### config.mk
export PLATFORM = sky130hd
export DESIGN_NAME = fetch_stage
export DESIGN_NICKNAME = d
export VERILOG_FILES = /design/src/rtl/riscv_pkg.sv /design/src/rtl/if_id_reg.sv /design/src/rtl/fetch_stage.sv
export SDC_FILE = /design/constraint.sdc
export NUM_CORES = 1
export LEC_CHECK = 0
export CAP_MARGIN = 20
export CORE_UTILIZATION = 49
export CTS_BUF_LIST = sky130_fd_sc_hd__clkbuf_4 sky130_fd_sc_hd__clkbuf_8
export CTS_CLUSTER_DIAMETER = 30
export DETAILED_ROUTE_END_ITERATION = 7
export GPL_TIMING_DRIVEN = 0
export PLACE_DENSITY = 0.84
export SYNTH_ARGS = -nofsm -noshare
export SYNTH_HDL_FRONTEND = slang
export SYNTH_HIERARCHICAL = 1
export SYNTH_SLANG_ARGS = --single-unit
### constraint.sdc
create_clock -name clk -period 4.46 [get_ports clk]
set_input_delay 1.115 -clock clk [delete_from_list [all_inputs] [get_ports clk]]
set_output_delay 1.115 -clock clk [all_outputs]
set_load 0.03 [all_outputs]
### src/rtl/riscv_pkg.sv
// Shared RV32I pipeline definitions: NOP encoding, opcode constants and the IF/ID payload.
package riscv_pkg;

  localparam int unsigned XLEN = 32;

  localparam logic [XLEN-1:0] NOP_INSTR = 32'h0000_0013;

  localparam logic [6:0] OP_R      = 7'd51;
  localparam logic [6:0] OP_S      = 7'd35;
  localparam logic [6:0] OP_LOAD   = 7'd3;
  localparam logic [6:0] OP_BRANCH = 7'd99;

  typedef struct packed {
    logic [XLEN-1:0] pc;
    logic [XLEN-1:0] pcPlus4;
    logic [XLEN-1:0] instr;
    logic            valid;
  } if_id_t;

endpackage

### src/rtl/if_id_reg.sv
// IF/ID pipeline register: bubble beats load; a bubble keeps pc/pcPlus4 and clears the instruction.
module if_id_reg
  import riscv_pkg::*;
(
  input  logic   clk,
  input  logic   reset,
  input  logic   load,
  input  logic   bubble,
  input  if_id_t d,
  output if_id_t q
);

  always_ff @(posedge clk or posedge reset) begin
    if (reset) begin
      q.pc      <= '0;
      q.pcPlus4 <= '0;
      q.instr   <= NOP_INSTR;
      q.valid   <= 1'b0;
    end else if (bubble) begin
      q.instr <= NOP_INSTR;
      q.valid <= 1'b0;
    end else if (load) begin
      q <= d;
    end
  end

endmodule

### src/rtl/fetch_stage.sv
// Instruction fetch: PC register, redirect/stall/wait priority, IF/ID register and stall/flush counters.
module fetch_stage
  import riscv_pkg::*;
#(
  parameter logic [31:0] RESET_PC = 32'h0000_0000,
  parameter int unsigned CNT_W    = 16
) (
  input  logic             clk,
  input  logic             reset,
  input  logic             pcWrite,
  input  logic             IF_ID_Write,
  input  logic             branchTaken,
  input  logic [31:0]      branchTarget,
  output logic [31:0]      imem_addr,
  input  logic [31:0]      imem_rdata,
  input  logic             imem_ready,
  output logic [31:0]      pc_ID,
  output logic [31:0]      pcPlus4_ID,
  output logic [31:0]      instr_ID,
  output logic             valid_ID,
  output logic [CNT_W-1:0] stallCount,
  output logic [CNT_W-1:0] flushCount
);

  localparam logic [CNT_W-1:0] CNT_MAX = '1;

  logic [31:0] pc;
  logic [31:0] pc_next;
  logic [31:0] pc_plus4;
  logic        ifid_load;
  logic        ifid_bubble;
  logic        stall_inc;
  logic        flush_inc;
  if_id_t      ifid_d;
  if_id_t      ifid_q;

  assign pc_plus4  = pc + 32'd4;
  assign imem_addr = pc;

  // Priority: redirect, then hazard stall, then memory wait, then normal fetch.
  always_comb begin
    pc_next     = pc;
    ifid_load   = 1'b0;
    ifid_bubble = 1'b0;
    stall_inc   = 1'b0;
    flush_inc   = 1'b0;
    if (branchTaken) begin
      pc_next     = {branchTarget[31:2], 2'b00};
      ifid_bubble = 1'b1;
      flush_inc   = 1'b1;
    end else if (!pcWrite || !IF_ID_Write) begin
      if (pcWrite && imem_ready) pc_next = pc_plus4;
      if (IF_ID_Write) ifid_bubble = 1'b1;
      stall_inc = !pcWrite && !IF_ID_Write;
    end else if (!imem_ready) begin
      ifid_bubble = 1'b1;
    end else begin
      pc_next   = pc_plus4;
      ifid_load = 1'b1;
    end
  end

  always_comb begin
    ifid_d.pc      = pc;
    ifid_d.pcPlus4 = pc_plus4;
    ifid_d.instr   = imem_rdata;
    ifid_d.valid   = 1'b1;
  end

  always_ff @(posedge clk or posedge reset) begin
    if (reset) pc <= RESET_PC;
    else       pc <= pc_next;
  end

  // Performance counters saturate rather than wrap.
  always_ff @(posedge clk or posedge reset) begin
    if (reset) begin
      stallCount <= '0;
      flushCount <= '0;
    end else begin
      if (stall_inc && stallCount != CNT_MAX) stallCount <= stallCount + CNT_W'(1);
      if (flush_inc && flushCount != CNT_MAX) flushCount <= flushCount + CNT_W'(1);
    end
  end

  if_id_reg u_if_id_reg (
    .clk    (clk),
    .reset  (reset),
    .load   (ifid_load),
    .bubble (ifid_bubble),
    .d      (ifid_d),
    .q      (ifid_q)
  );

  assign pc_ID      = ifid_q.pc;
  assign pcPlus4_ID = ifid_q.pcPlus4;
  assign instr_ID   = ifid_q.instr;
  assign valid_ID   = ifid_q.valid;

endmodule

==> impl_results.md <==
- Sequential area share after synthesis: 51.9%
- Pins over their slew limit: 0
- Routed WL per cell: 17.2 um
- Final setup violation count: 0
- Setup TNS: 0 ps
- WL final: 19400 um
- HP Start: flushCount[5]
- Clock sink count: 159
- Worst skew pair latency: 450 ps
- Die X: 127 um
- Largest net degree at the start of global routing: 66
- RD Place Congestion: 0.808
- Cell taking the most area after synthesis: dfrtp_1
- Mapped Area: 7670 um2
- Leakage: 4.53 nW
- Crit path time final: 3230 ps
- Cts bufs inserted: 17
- R2r startpoint: imem_addr[3]
- Vias in the first global route: 5731
- P&R area growth vs syn: 40.1%
- First-pass iteration count of the detailed router: 5
- Hold slack: 498 ps
- Clock buffer depth: 2
- Type of origin of the critical path: input pin
- Vias: 5778
- Initial Util: 50.3%
- Design Power: 4.54 mW
- Die span in y: 127 um
- Setup crit start: branchTaken
- #FFs+latches synth: 159
- Root buffer cell: clkbuf_8
- Rows: 45
- Post-cts resize count: 0
- WS Path Type: input pin to register
- Avg Inst Size Synth: 11.8 um2
- DRT iter0 DRCs: 317
- Crit Path Max Fanout: 10
- Hold Path Class: register to register
- Synth unique cells: 49
- Final #Nets: 974
- Maximum clock rate: 0.310 GHz
- Final ANT Viol Nets: 0
- Post-synthesis cell count: 649
- Ant diodes: 0
- Finished Layout Cells: 1124
- Final hold vios: 0
- Largest cells by area after synthesis: dfrtp_1 51%, mux2_4 12%, xor2_1 5.1%
- CTS H-Tree Depth: 4
- Cts hold-fix bufs: 0
- Async set-reset flop share out of synthesis: 100%
- Overflow after GRT: 0
- Inst Count DP: 1093
- Period utilization: 72.4%
- Dpl hpwl: 13900 um
- RSZ-0062 raised after global routing: no
- Port bufs: 226
- First-pass GRT wire length: 30800 um
- Maximum capacitance violations: 0
- CP Data Required Time: 4800 ps
- Area fraction of the dominant cell type after synthesis: 50.9%
- Post-CTS setup buffer count: 0
- Skew final: 9.31 ps
- CTS tree: done
- Peak supply drop: 305 uV
- Yosys Warn Count: 6
- Die area: 16200 um2
- Total track usage: 24.7%
- Finished Core Util: 70.4%
- Synth Flop Type: dfrtp_1
- Core Area: 15300 um2
- Headroom to the max-slew limit: 50.6%
- Via density per instance: 5.14
- Pwr dens: 423 nW/um2
- # IOs: 231
- DR DRC count: 0
- Clk slew on worst S/H paths: 80 ps
- Worst slew pin tran: 735 ps
- Critical path endpoint category: register
- Crit path DAT: 3570 ps
- Antenna violations before repair: 1
- Number of enable flip-flop cells after synthesis: 0
- Run status: finished clean
- Share of cells above drive strength 1: 14.5%
[where the power goes]
part	switching, mW	leakage (nW)	internal (mW)
sequential	0.211	2.05	1.65
combinational	0.725	2.23	0.673
clock	0.525	0.240	0.754
[per-stage QoR]
stage          cell area [um2]  setup WS, ps
6_report                 10700          1230
5_1_grt                  10700          1190
4_1_cts                  10700          1240
3_5_place_dp             10300           755
3_3_place_gp             10200          -781
2_1_floorplan             7690           816
[flip-flops by register name, summed over array words and instances, names as in the netlist]
| name | cells |
|---|---|
| imem_addr | 30 |
| u_if_id_reg/q | 97 |
| stallCount | 16 |
| flushCount | 16 |
[worst max-delay path: stages]
cell             delay, ps
clkdlybuf4s50_1        520
clkbuf_1               460
clkbuf_1               430
nor3b_1                120
buf_6                  160
nor2b_4                130
buf_8                  160
buf_12                 160
mux2_4                 300
[final cells by class]
| class | instances | area, um2 |
|---|---|---|
| clock buffer | 21 | 270 |
| timing repair buffer | 228 | 2310 |
| buffer | 29 | 243 |
| clock inverter | 10 | 210 |
| multi-input combinational | 457 | 3430 |
| fill | 1149 | 4510 |
| sequential | 159 | 3980 |
| inverter | 9 | 36.3 |
| tap | 211 | 264 |
[cell usage in the layout, fill, tap and decap left out, types with 2 or more instances in the layout]
cell             synthesis  final
clkdlybuf4s50_1          0    226
dfrtp_1                156    156
nand2_1                 60     60
mux2_4                  60     60
nor2_1                  59     59
xor2_1                  45     45
xnor2_1                 39     39
nand3_1                 35     35
mux2i_1                 32     32
o21ai_0                 24     24
nand4_1                 22     22
clkbuf_8                 0     18
clkbuf_1                10     10
and3_1                  10     10
nor3_1                   8      8
buf_2                    8      8
inv_1                    9      7
conb_1                   2      7
buf_12                   6      7
o21ai_1                  6      6
mux2_2                   6      6
bufinv_16                0      6
nor2b_1                  5      5
and4_1                   4      4
nor3b_1                  4      4
nor3_2                   3      3
a21oi_1                  3      3
ha_1                     3      3
clkbuf_4                 0      3
a211o_1                  3      3
dfstp_2                  3      3
nor4_1                   2      2
buf_4                    2      2
clkinv_4                 0      2
[cells in the mapped netlist, types with 2 or more instances]
cell type,instances
nor3b_1,4
a21oi_1,3
xnor2_1,39
nand4_1,22
mux2_2,6
dfrtp_1,156
clkbuf_1,10
nor3_1,8
nor2_1,59
buf_4,2
xor2_1,45
mux2_4,60
conb_1,2
nand3_1,35
nor2b_1,5
o21ai_0,24
buf_2,8
nand2_1,60
and4_1,4
nor4_1,2
ha_1,3
buf_12,6
nor3_2,3
dfstp_2,3
a211o_1,3
and3_1,10
o21ai_1,6
mux2i_1,32
inv_1,9
[layer usage]
metal	track usage (%)	share of wire (%)
met1	32.7	45
met2	39.6	47
met3	7.45	7.0
met4	7.14	1.4
met5	0	0.062
[kinds of logic after synthesis]
family                     synth area share [%]
xor gates and xnor gates                   9.59
AOI/OAI and AO/OA                          3.07
other                                    0.0979
and+or+nand+nor                            14.4
adders and majority gates                 0.490
buffers and inverters                      3.61
muxes                                      16.8
DFF                                        51.9
[path summary, 6_finish.rpt]
path / cells after the start / to / slack (ps)
min in group asynchronous: 2 / u_if_id_reg/q[63] / 1080
max in group asynchronous: 3 / u_if_id_reg/q[2] / 2660
worst max-delay path: 9 / u_if_id_reg/q[62] / 1230
worst max register to register: 6 / u_if_id_reg/q[49] / 1990
worst min-delay path: 1 / flushCount[5] / 500
worst min register to register: 1 / flushCount[5] / 500
No activity file was read; power rests on OpenSTA's default activity.
